--- config.mk ---
export PLATFORM = sky130hd
export DESIGN_NAME = pipe_stage_skid_reg
export DESIGN_NICKNAME = d
export VERILOG_FILES = /design/src/rtl/pipe_pkg.sv /design/src/rtl/pipe_entry_reg.sv /design/src/rtl/pipe_stage_skid_reg.sv
export SDC_FILE = /design/constraint.sdc
export NUM_CORES = 1
export LEC_CHECK = 0
export ABC_CLOCK_PERIOD_IN_PS = 11460
export BUFFER_PORTS_ARGS = -buffer_cell sky130_fd_sc_hd__buf_2
export CORE_ASPECT_RATIO = 1.2
export CORE_MARGIN = 2
export CORE_UTILIZATION = 44
export CTS_BUF_LIST = sky130_fd_sc_hd__clkbuf_8
export DETAILED_ROUTE_END_ITERATION = 12
export PLACE_DENSITY_LB_ADDON = 0.12
export RECOVER_POWER = 100
export SETUP_SLACK_MARGIN = 0.2
export SLEW_MARGIN = 15
export SYNTH_ARGS = -nofsm -noshare
export SYNTH_HDL_FRONTEND = slang
export SYNTH_SLANG_ARGS = --single-unit
--- constraint.sdc ---
create_clock -name clk -period 11.46 [get_ports clk]
set_input_delay 1.146 -clock clk [delete_from_list [all_inputs] [get_ports clk]]
set_output_delay 1.146 -clock clk [all_outputs]
set_load 0.02 [all_outputs]
--- src/rtl/pipe_pkg.sv ---
// Shared definitions for the pipeline stage registers: occupancy-coded state
// encoding and default channel widths.
package pipe_pkg;

    // State encoding doubles as the occupancy count.
    typedef enum logic [1:0] {
        ST_EMPTY = 2'd0,
        ST_ONE   = 2'd1,
        ST_TWO   = 2'd2
    } pipe_state_e;

    localparam int unsigned DEF_DATA_W = 32;
    localparam int unsigned DEF_ADDR_W = 12;
    localparam int unsigned XLEN       = 32;
    localparam int unsigned CSR_AW     = 12;
    localparam int unsigned GPR_AW     = 5;

endpackage

--- src/rtl/pipe_entry_reg.sv ---
// NCH-channel write-entry register (data, address, enable) with load and clear.
// Clear wins over load so a flushed slot always reads as a bubble.
module pipe_entry_reg
    import pipe_pkg::*;
#(
    parameter int unsigned DATA_W = DEF_DATA_W,
    parameter int unsigned ADDR_W = DEF_ADDR_W,
    parameter int unsigned NCH    = 2
) (
    input  logic                  clk,
    input  logic                  rst,
    input  logic                  load_i,
    input  logic                  clear_i,
    input  logic [NCH*DATA_W-1:0] wdata_i,
    input  logic [NCH*ADDR_W-1:0] waddr_i,
    input  logic [NCH-1:0]        we_i,
    output logic [NCH*DATA_W-1:0] wdata_o,
    output logic [NCH*ADDR_W-1:0] waddr_o,
    output logic [NCH-1:0]        we_o
);

    logic [NCH*DATA_W-1:0] wdata_q;
    logic [NCH*ADDR_W-1:0] waddr_q;
    logic [NCH-1:0]        we_q;

    always_ff @(posedge clk or posedge rst) begin
        if (rst) begin
            wdata_q <= '0;
            waddr_q <= '0;
            we_q    <= '0;
        end else if (clear_i) begin
            wdata_q <= '0;
            waddr_q <= '0;
            we_q    <= '0;
        end else if (load_i) begin
            wdata_q <= wdata_i;
            waddr_q <= waddr_i;
            we_q    <= we_i;
        end
    end

    assign wdata_o = wdata_q;
    assign waddr_o = waddr_q;
    assign we_o    = we_q;

endmodule

--- src/rtl/pipe_stage_skid_reg.sv ---
// Pipeline stage register with valid/ready handshake and a 2-entry skid buffer.
// Upstream ready depends only on local state and stall, never on out_ready_i.
module pipe_stage_skid_reg
    import pipe_pkg::*;
#(
    parameter int unsigned DATA_W = DEF_DATA_W,
    parameter int unsigned ADDR_W = DEF_ADDR_W,
    parameter int unsigned NCH    = 2
) (
    input  logic                  clk,
    input  logic                  rst,
    input  logic                  in_valid_i,
    output logic                  in_ready_o,
    input  logic [NCH*DATA_W-1:0] in_wdata_i,
    input  logic [NCH*ADDR_W-1:0] in_waddr_i,
    input  logic [NCH-1:0]        in_we_i,
    output logic                  out_valid_o,
    input  logic                  out_ready_i,
    output logic [NCH*DATA_W-1:0] out_wdata_o,
    output logic [NCH*ADDR_W-1:0] out_waddr_o,
    output logic [NCH-1:0]        out_we_o,
    input  logic                  fc_stall_i,
    input  logic                  fc_flush_i,
    output logic [1:0]            occ_o
);

    pipe_state_e state_q, state_d;

    logic main_load, main_clr, main_from_skid;
    logic skid_load, skid_clr;
    logic skid_valid, accept, emit;

    logic [NCH*DATA_W-1:0] skid_wdata, main_wdata_d;
    logic [NCH*ADDR_W-1:0] skid_waddr, main_waddr_d;
    logic [NCH-1:0]        skid_we, main_we_d;

    assign skid_valid  = (state_q == ST_TWO);
    assign out_valid_o = (state_q != ST_EMPTY);
    assign occ_o       = state_q;

    assign in_ready_o = !rst && !skid_valid && !fc_stall_i;
    assign accept     = in_valid_i && in_ready_o;
    assign emit       = out_valid_o && out_ready_i && !fc_stall_i;

    // Main refills from skid when draining TWO, otherwise from the input.
    assign main_wdata_d = main_from_skid ? skid_wdata : in_wdata_i;
    assign main_waddr_d = main_from_skid ? skid_waddr : in_waddr_i;
    assign main_we_d    = main_from_skid ? skid_we    : in_we_i;

    always_comb begin
        state_d        = state_q;
        main_load      = 1'b0;
        main_clr       = 1'b0;
        main_from_skid = 1'b0;
        skid_load      = 1'b0;
        skid_clr       = 1'b0;
        if (!fc_stall_i) begin
            if (fc_flush_i) begin
                state_d  = ST_EMPTY;
                main_clr = 1'b1;
                skid_clr = 1'b1;
            end else begin
                unique case (state_q)
                    ST_EMPTY: begin
                        if (accept) begin
                            main_load = 1'b1;
                            state_d   = ST_ONE;
                        end
                    end
                    ST_ONE: begin
                        if (accept && emit) begin
                            main_load = 1'b1;
                        end else if (accept) begin
                            skid_load = 1'b1;
                            state_d   = ST_TWO;
                        end else if (emit) begin
                            main_clr = 1'b1;
                            state_d  = ST_EMPTY;
                        end
                    end
                    ST_TWO: begin
                        if (emit) begin
                            main_load      = 1'b1;
                            main_from_skid = 1'b1;
                            skid_clr       = 1'b1;
                            state_d        = ST_ONE;
                        end
                    end
                    default: begin
                        state_d  = ST_EMPTY;
                        main_clr = 1'b1;
                        skid_clr = 1'b1;
                    end
                endcase
            end
        end
    end

    always_ff @(posedge clk or posedge rst) begin
        if (rst) begin
            state_q <= ST_EMPTY;
        end else begin
            state_q <= state_d;
        end
    end

    pipe_entry_reg #(
        .DATA_W (DATA_W),
        .ADDR_W (ADDR_W),
        .NCH    (NCH)
    ) u_main (
        .clk     (clk),
        .rst     (rst),
        .load_i  (main_load),
        .clear_i (main_clr),
        .wdata_i (main_wdata_d),
        .waddr_i (main_waddr_d),
        .we_i    (main_we_d),
        .wdata_o (out_wdata_o),
        .waddr_o (out_waddr_o),
        .we_o    (out_we_o)
    );

    pipe_entry_reg #(
        .DATA_W (DATA_W),
        .ADDR_W (ADDR_W),
        .NCH    (NCH)
    ) u_skid (
        .clk     (clk),
        .rst     (rst),
        .load_i  (skid_load),
        .clear_i (skid_clr),
        .wdata_i (in_wdata_i),
        .waddr_i (in_waddr_i),
        .we_i    (in_we_i),
        .wdata_o (skid_wdata),
        .waddr_o (skid_waddr),
        .we_o    (skid_we)
    );

endmodule

* Word-level counts from Yosys, hierarchy flattened
Index checks and enable logic that the tools add are counted.
Operators by class: reductions and logical operators 16, muxes and demuxes 43, bitwise operators 1, equal/unequal tests 6
Operator list (number):
- $mux 64 | 5
- $mux 24 | 5
- $mux 2 | 11
- $mux 1 | 18
- $logic_and 1x1->1 | 6
- $ne 3x3->1 const B | 2
- $pmux 2 s3 | 1
- $reduce_bool 2->1 | 3
- $reduce_and 5->1 | 1
- $ne 4x4->1 const B | 1
- $pmux 1 s2 | 2
- $reduce_or 2->1 | 2
- $logic_not 1->1 | 3
- $ne 3x2->1 const B | 1
- $pmux 1 s3 | 1
- $eq 2x1->1 const B | 1
- $eq 2x2->1 const B | 1
- $logic_not 2->1 | 1
- $not 1->1 | 1
Word-level totals: output and inout port bits 94, logic and storage cells 73, register bits 182, input bits 96

* Logic depth before layout (Yosys ltp)
depth after elaboration 12, depth in mapped cells 7, gate-level depth less buffers 4

* By module
From an unflattened synthesis, not the netlist that was laid out.
Unflattened totals: cells, all modules 715, area, all modules 9146.3 um^2
Modules (own cells, without submodules):
- pipe_entry_reg | area an instance 3679.8 um^2, instances 2, sequential area each 2252.2 um^2, cells an instance 291
- pipe_stage_skid_reg | area an instance 1786.7 um^2, instances 1, sequential area each 50.0 um^2, cells an instance 133

* Worst setup path before layout
Ideal clock, no wire load.
kind input -> output, start point input port fc_stall_i, end point output port in_ready_o, slack 8481 ps, data required time 10314 ps, arrival 1833 ps, path buffers 1, stages 2, path through clkbuf_1 nor3_1
On the way: longest elaborated chain between the ends 2
Ends and longest elaborated chain:
- start: declaration | line pipe_stage_skid_reg.sv:22 | input logic fc_stall_i,
- $logic_not 1->1
- $logic_and 1x1->1 | line pipe_stage_skid_reg.sv:41 | assign in_ready_o = !rst && !skid_valid && !fc_stall_i;
- end: declaration | line pipe_stage_skid_reg.sv:13 | output logic in_ready_o,
Every way passes these cells.

* Worst setup path after layout
start point input port fc_stall_i, end point register u_main.wdata_q[0], in the netlist u_main.wdata_o[0]
On the way: longest elaborated chain between the ends 9, elaborated cells between the ends (all ways) 23, those cells by class mux (17); reduce/logical (6)
Ends and longest elaborated chain:
- $logic_not 1->1
- $logic_and 1x1->1, on equally long branches | line pipe_stage_skid_reg.sv:43, pipe_stage_skid_reg.sv:41
- $mux 1 or $logic_and 1x1->1 (tied branches) | line pipe_stage_skid_reg.sv:76, pipe_stage_skid_reg.sv:82, pipe_stage_skid_reg.sv:42
- $mux 1 (tied with other cells) | line pipe_stage_skid_reg.sv:73 | end else if (accept) begin
- $mux 1, on equally long branches | line pipe_stage_skid_reg.sv:71, pipe_stage_skid_reg.sv:58
- $pmux 1 s2 (tied with other cells) | line pipe_stage_skid_reg.sv:63 | unique case (state_q)
- $mux 1 or $mux 64 (tied branches) | line pipe_stage_skid_reg.sv:58, pipe_stage_skid_reg.sv:46
- $mux 1 or $mux 64 (tied branches) | line pipe_stage_skid_reg.sv:57, pipe_entry_reg.sv:35
- $mux 64 or $reduce_bool 2->1 (tied branches)
- end signal: assignment | line pipe_entry_reg.sv:36 | wdata_q <= wdata_i;
- end: declaration | line pipe_entry_reg.sv:22 | logic [NCH*DATA_W-1:0] wdata_q;
Several ways; a longest one is shown, not always the timed one. The select of a mux whose other input is x is not followed. A chain may end at the register's enable or synchronous reset.

==> summary.txt <==
Setup path
  • Critical path endpoint category: flop
  • Worst-path fanout max: 54
  • Crit Reg-Reg Endpoint: u_main.wdata_o[0]$_DFFE_PP0P_
  • Flop2flop setup slack: 5240 ps
  • Worst setup SP type: input pin
  • Depth of the most critical reg-to-reg path: 5
  • CP arrival: 6820 ps
  • Data required time of the worst path: 11640 ps
  • Worst reg2reg path startpoint: occ_o[0]$_DFFE_PP0P_
  • Worst Setup Path Type: input pin to flop
  • Worst setup path start: fc_stall_i
  • Critical path endpoint: u_main.wdata_o[0]$_DFFE_PP0P_

Outcome
  • Violated checks: max-capacitance violations, max-slew violations
  • Outcome: complete, but fails checks

Hold path
  • Tightest Hold Check Type: flop to flop
  • Hold-critical path depth: 2
  • Worst min-delay path startpoint: u_main.wdata_o[51]$_DFFE_PP0P_

Synth
  • Number of distinct library cells after synthesis: 32
  • Syn_nets: 917
  • Mapped Avg Cell Area: 9.619 µm²
  • Synthesized instance count: 821
  • Number of register bits inferred by synthesis: 182
  • Post-synth design cell area: 7898 µm²
  • Portion of the post-synthesis area used by sequential elements: 57.67%
  • Synthesis warning total: 0

Die
  • Area of the core region: 17570 µm²
  • Vertical die dimension: 150.8 µm
  • Count of boundary I/O pins: 190
  • Horizontal extent of the die: 126.3 µm
  • Number of placement rows: 53
  • Die outline area: 19040 µm²
  • Starting density of the core: 44.94%

Routing
  • Via Count: 6252
  • Number of DRC markers in iteration 0: 391
  • Final wirelength: 19620 µm
  • Detailed-route wire length per cell: 16.25 µm
  • Final ANT Viol Nets: 0
  • DRC viols: 0
  • Detailed Routing Iterations Pass 1: 4
  • Via/cell ratio: 5.175

Cells and area
  • Signed area change from the synthesized netlist to the final layout: 15.92%
  • Ratio of cells with drive above 1 in the final layout: 13.68%
  • Commonest cells after routing, fill and taps aside: nand2_1, dfrtp_1, a21oi_1
  • Leading cell type in the layout, fill and taps excluded: nand2_1
  • Count of nets after finishing: 1070

STA
  • Maximum frequency from static timing analysis: 150.7 MHz
  • Clock skew: 12.38 ps
  • Minimum clock period: 6636 ps
  • Summed negative setup slack over all endpoints: 0 ps
  • Max-slew violation count: 410
  • Tcrit/Tclk final: 57.90%
  • Slew Limit Headroom: -216.6%
  • Min Hold Slack: 481.0 ps
  • Setup repair after global routing missed its margin: no
  • Number of hold-slack violations in the final timing report: 0
  • Number of failing setup endpoints in the final timing report: 0
  • Worst-margin pin slew: 4723 ps

CTS
  • Count of instances resized after the clock tree is built: 0
  • Clk_lat worst skew: 450 ps
  • Clk sinks: 182
  • Reg clk slew, reported paths: 90 ps
  • Root Driver: clkbuf_8
  • Number of buffers inserted by post-CTS setup repair: 0
  • H-tree levels: 4
  • CTS tree: built
  • Number of buffers between clock root and the deepest sink: 2
  • CTS hold repair buffers: 0
  • TritonCTS buffer count: 17

Global route
  • Via count of the first global-routing pass: 6150
  • First-pass GRT wire length: 31770 µm
  • Maximum number of pins on one net before global-route repair: 105
  • Total track usage: 21.10%
  • Total congestion overflow after global routing: 0
  • Number of antenna violations at the first check in global routing: 2

Flow run
  • Maximum capacitance violations: 7

Power
  • Leakage component of the power: 3.886 nW
  • Total power of the final layout: 0.001395 W
  • Largest voltage drop on the vdd net: 62.10 µV
  • Ratio of total power to cell area: 152.4 nW/µm²

Place
  • Sum of net half-perimeters after detailed placement: 11610 µm
  • Buffers on Ports: 189
  • Placer's final routability congestion estimate: 0.7238
-- synth_stat cells --
| cell type | number | area share, % |
|---|---|---|
| nand2_1 | 264 | 13 |
| dfrtp_1 | 182 | 58 |
| a21oi_1 | 102 | 6.5 |
| mux2i_1 | 90 | 11 |
| o21ai_1 | 80 | 5.1 |
| clkbuf_1 | 41 | 1.9 |
| buf_2 | 21 | 1.3 |
| o22ai_1 | 10 | 0.79 |
| o21ai_0 | 4 | 0.25 |
| inv_1 | 2 | 0.095 |
| nor2_1 | 2 | 0.095 |
| nor3_1 | 2 | 0.13 |
| or2_2 | 2 | 0.16 |
| a211oi_1 | 1 | 0.095 |
| a311o_1 | 1 | 0.13 |
| a31oi_1 | 1 | 0.079 |
| and3_1 | 1 | 0.079 |
| buf_4 | 1 | 0.095 |
| nand2b_1 | 1 | 0.079 |
| nand3_1 | 1 | 0.063 |
| nand3b_1 | 1 | 0.095 |
| nand4bb_1 | 1 | 0.14 |
| nor2_2 | 1 | 0.079 |
| nor2b_1 | 1 | 0.079 |
| nor3b_1 | 1 | 0.095 |
| nor4b_1 | 1 | 0.11 |
| o21bai_4 | 1 | 0.24 |
| o31ai_1 | 1 | 0.095 |
| or3b_1 | 1 | 0.11 |
| or4b_2 | 1 | 0.13 |
| or4bb_1 | 1 | 0.14 |
| xor2_1 | 1 | 0.11 |
-- worst min path at each step --
stage,slack [ps],end
final,480,u_main.wdata_o[51]$_DFFE_PP0P_
after global routing,520,u_main.wdata_o[48]$_DFFE_PP0P_
after CTS,490,u_main.wdata_o[49]$_DFFE_PP0P_
after detailed placement,470,u_main.waddr_o[2]$_DFFE_PP0P_
after global placement,460,u_main.wdata_o[31]$_DFFE_PP0P_
after floorplan,500,u_skid.waddr_o[0]$_DFFE_PP0P_
-- flip-flops by register name, summed over array words and instances (netlist names) --
| register | flops |
|---|---|
| u_main.waddr_o | 24 |
| u_main.we_o | 2 |
| u_skid.waddr_o | 24 |
| u_skid.we_o | 2 |
| u_main.wdata_o | 64 |
| occ_o | 2 |
| u_skid.wdata_o | 64 |
-- layer usage --
metal | part of all wire, % | wire length (µm) | track usage, %
met3 | 5.8 | 1148 | 7.036
met4 | 1.1 | 210 | 4.835
met5 | 0.056 | 11 | 0
met1 | 46 | 8977 | 28.17
met2 | 47 | 9276 | 33.63
-- where the power goes --
part           switching [W]  internal, W
Combinational       0.000186    0.0000728
Sequential         0.0000397     0.000708
Clock               0.000219     0.000169
Total               0.000445     0.000950
-- worst max-delay path, stage by stage --
cell,delay (ps)
clkbuf_1,240
nand4bb_1,320
nor2_1,1490
clkbuf_1,3000
mux2i_1,380
o21ai_0,150
-- cells by family (layout without fill, tap and decap cells) --
| logic type | after synthesis | count (layout) | share of synthesized area, % |
|---|---|---|---|
| simple gates | 282 | 282 | 14.13 |
| compound gates | 201 | 201 | 13.21 |
| flops | 182 | 182 | 57.67 |
| mux | 90 | 90 | 11.41 |
| buf+inv | 65 | 231 | 3.470 |
| xor+xnor | 1 | 1 | 0.1109 |
| other cells | 0 | 1 | 0 |
-- metrics by stage --
| stage | setup slack [ps] | util, % | cells | area [µm²] |
|---|---|---|---|---|
| after floorplan | 5370 | - | 821 | 7898 |
| after global placement | 7762 | 51.01 | 1175 | 8964 |
| after detailed placement | 7721 | 51.01 | 1175 | 8964 |
| after CTS | 8211 | 53.00 | 1207 | 9314 |
| after global routing | 4321 | 52.08 | 1207 | 9153 |
| final | 4824 | 52.10 | 1208 | 9155 |
-- cell type report --
type                    count  area (µm²)
clock buffers              21       289.0
fillers                  1731        8418
diodes                      1       2.502
repair buffers            197       878.3
well taps                 220       275.3
clock inverters            11       61.31
flip-flops and latches    182        4554
multi-input cells         574        3085
inverters                   2       8.758
No activity file was read; power rests on OpenSTA's default activity.
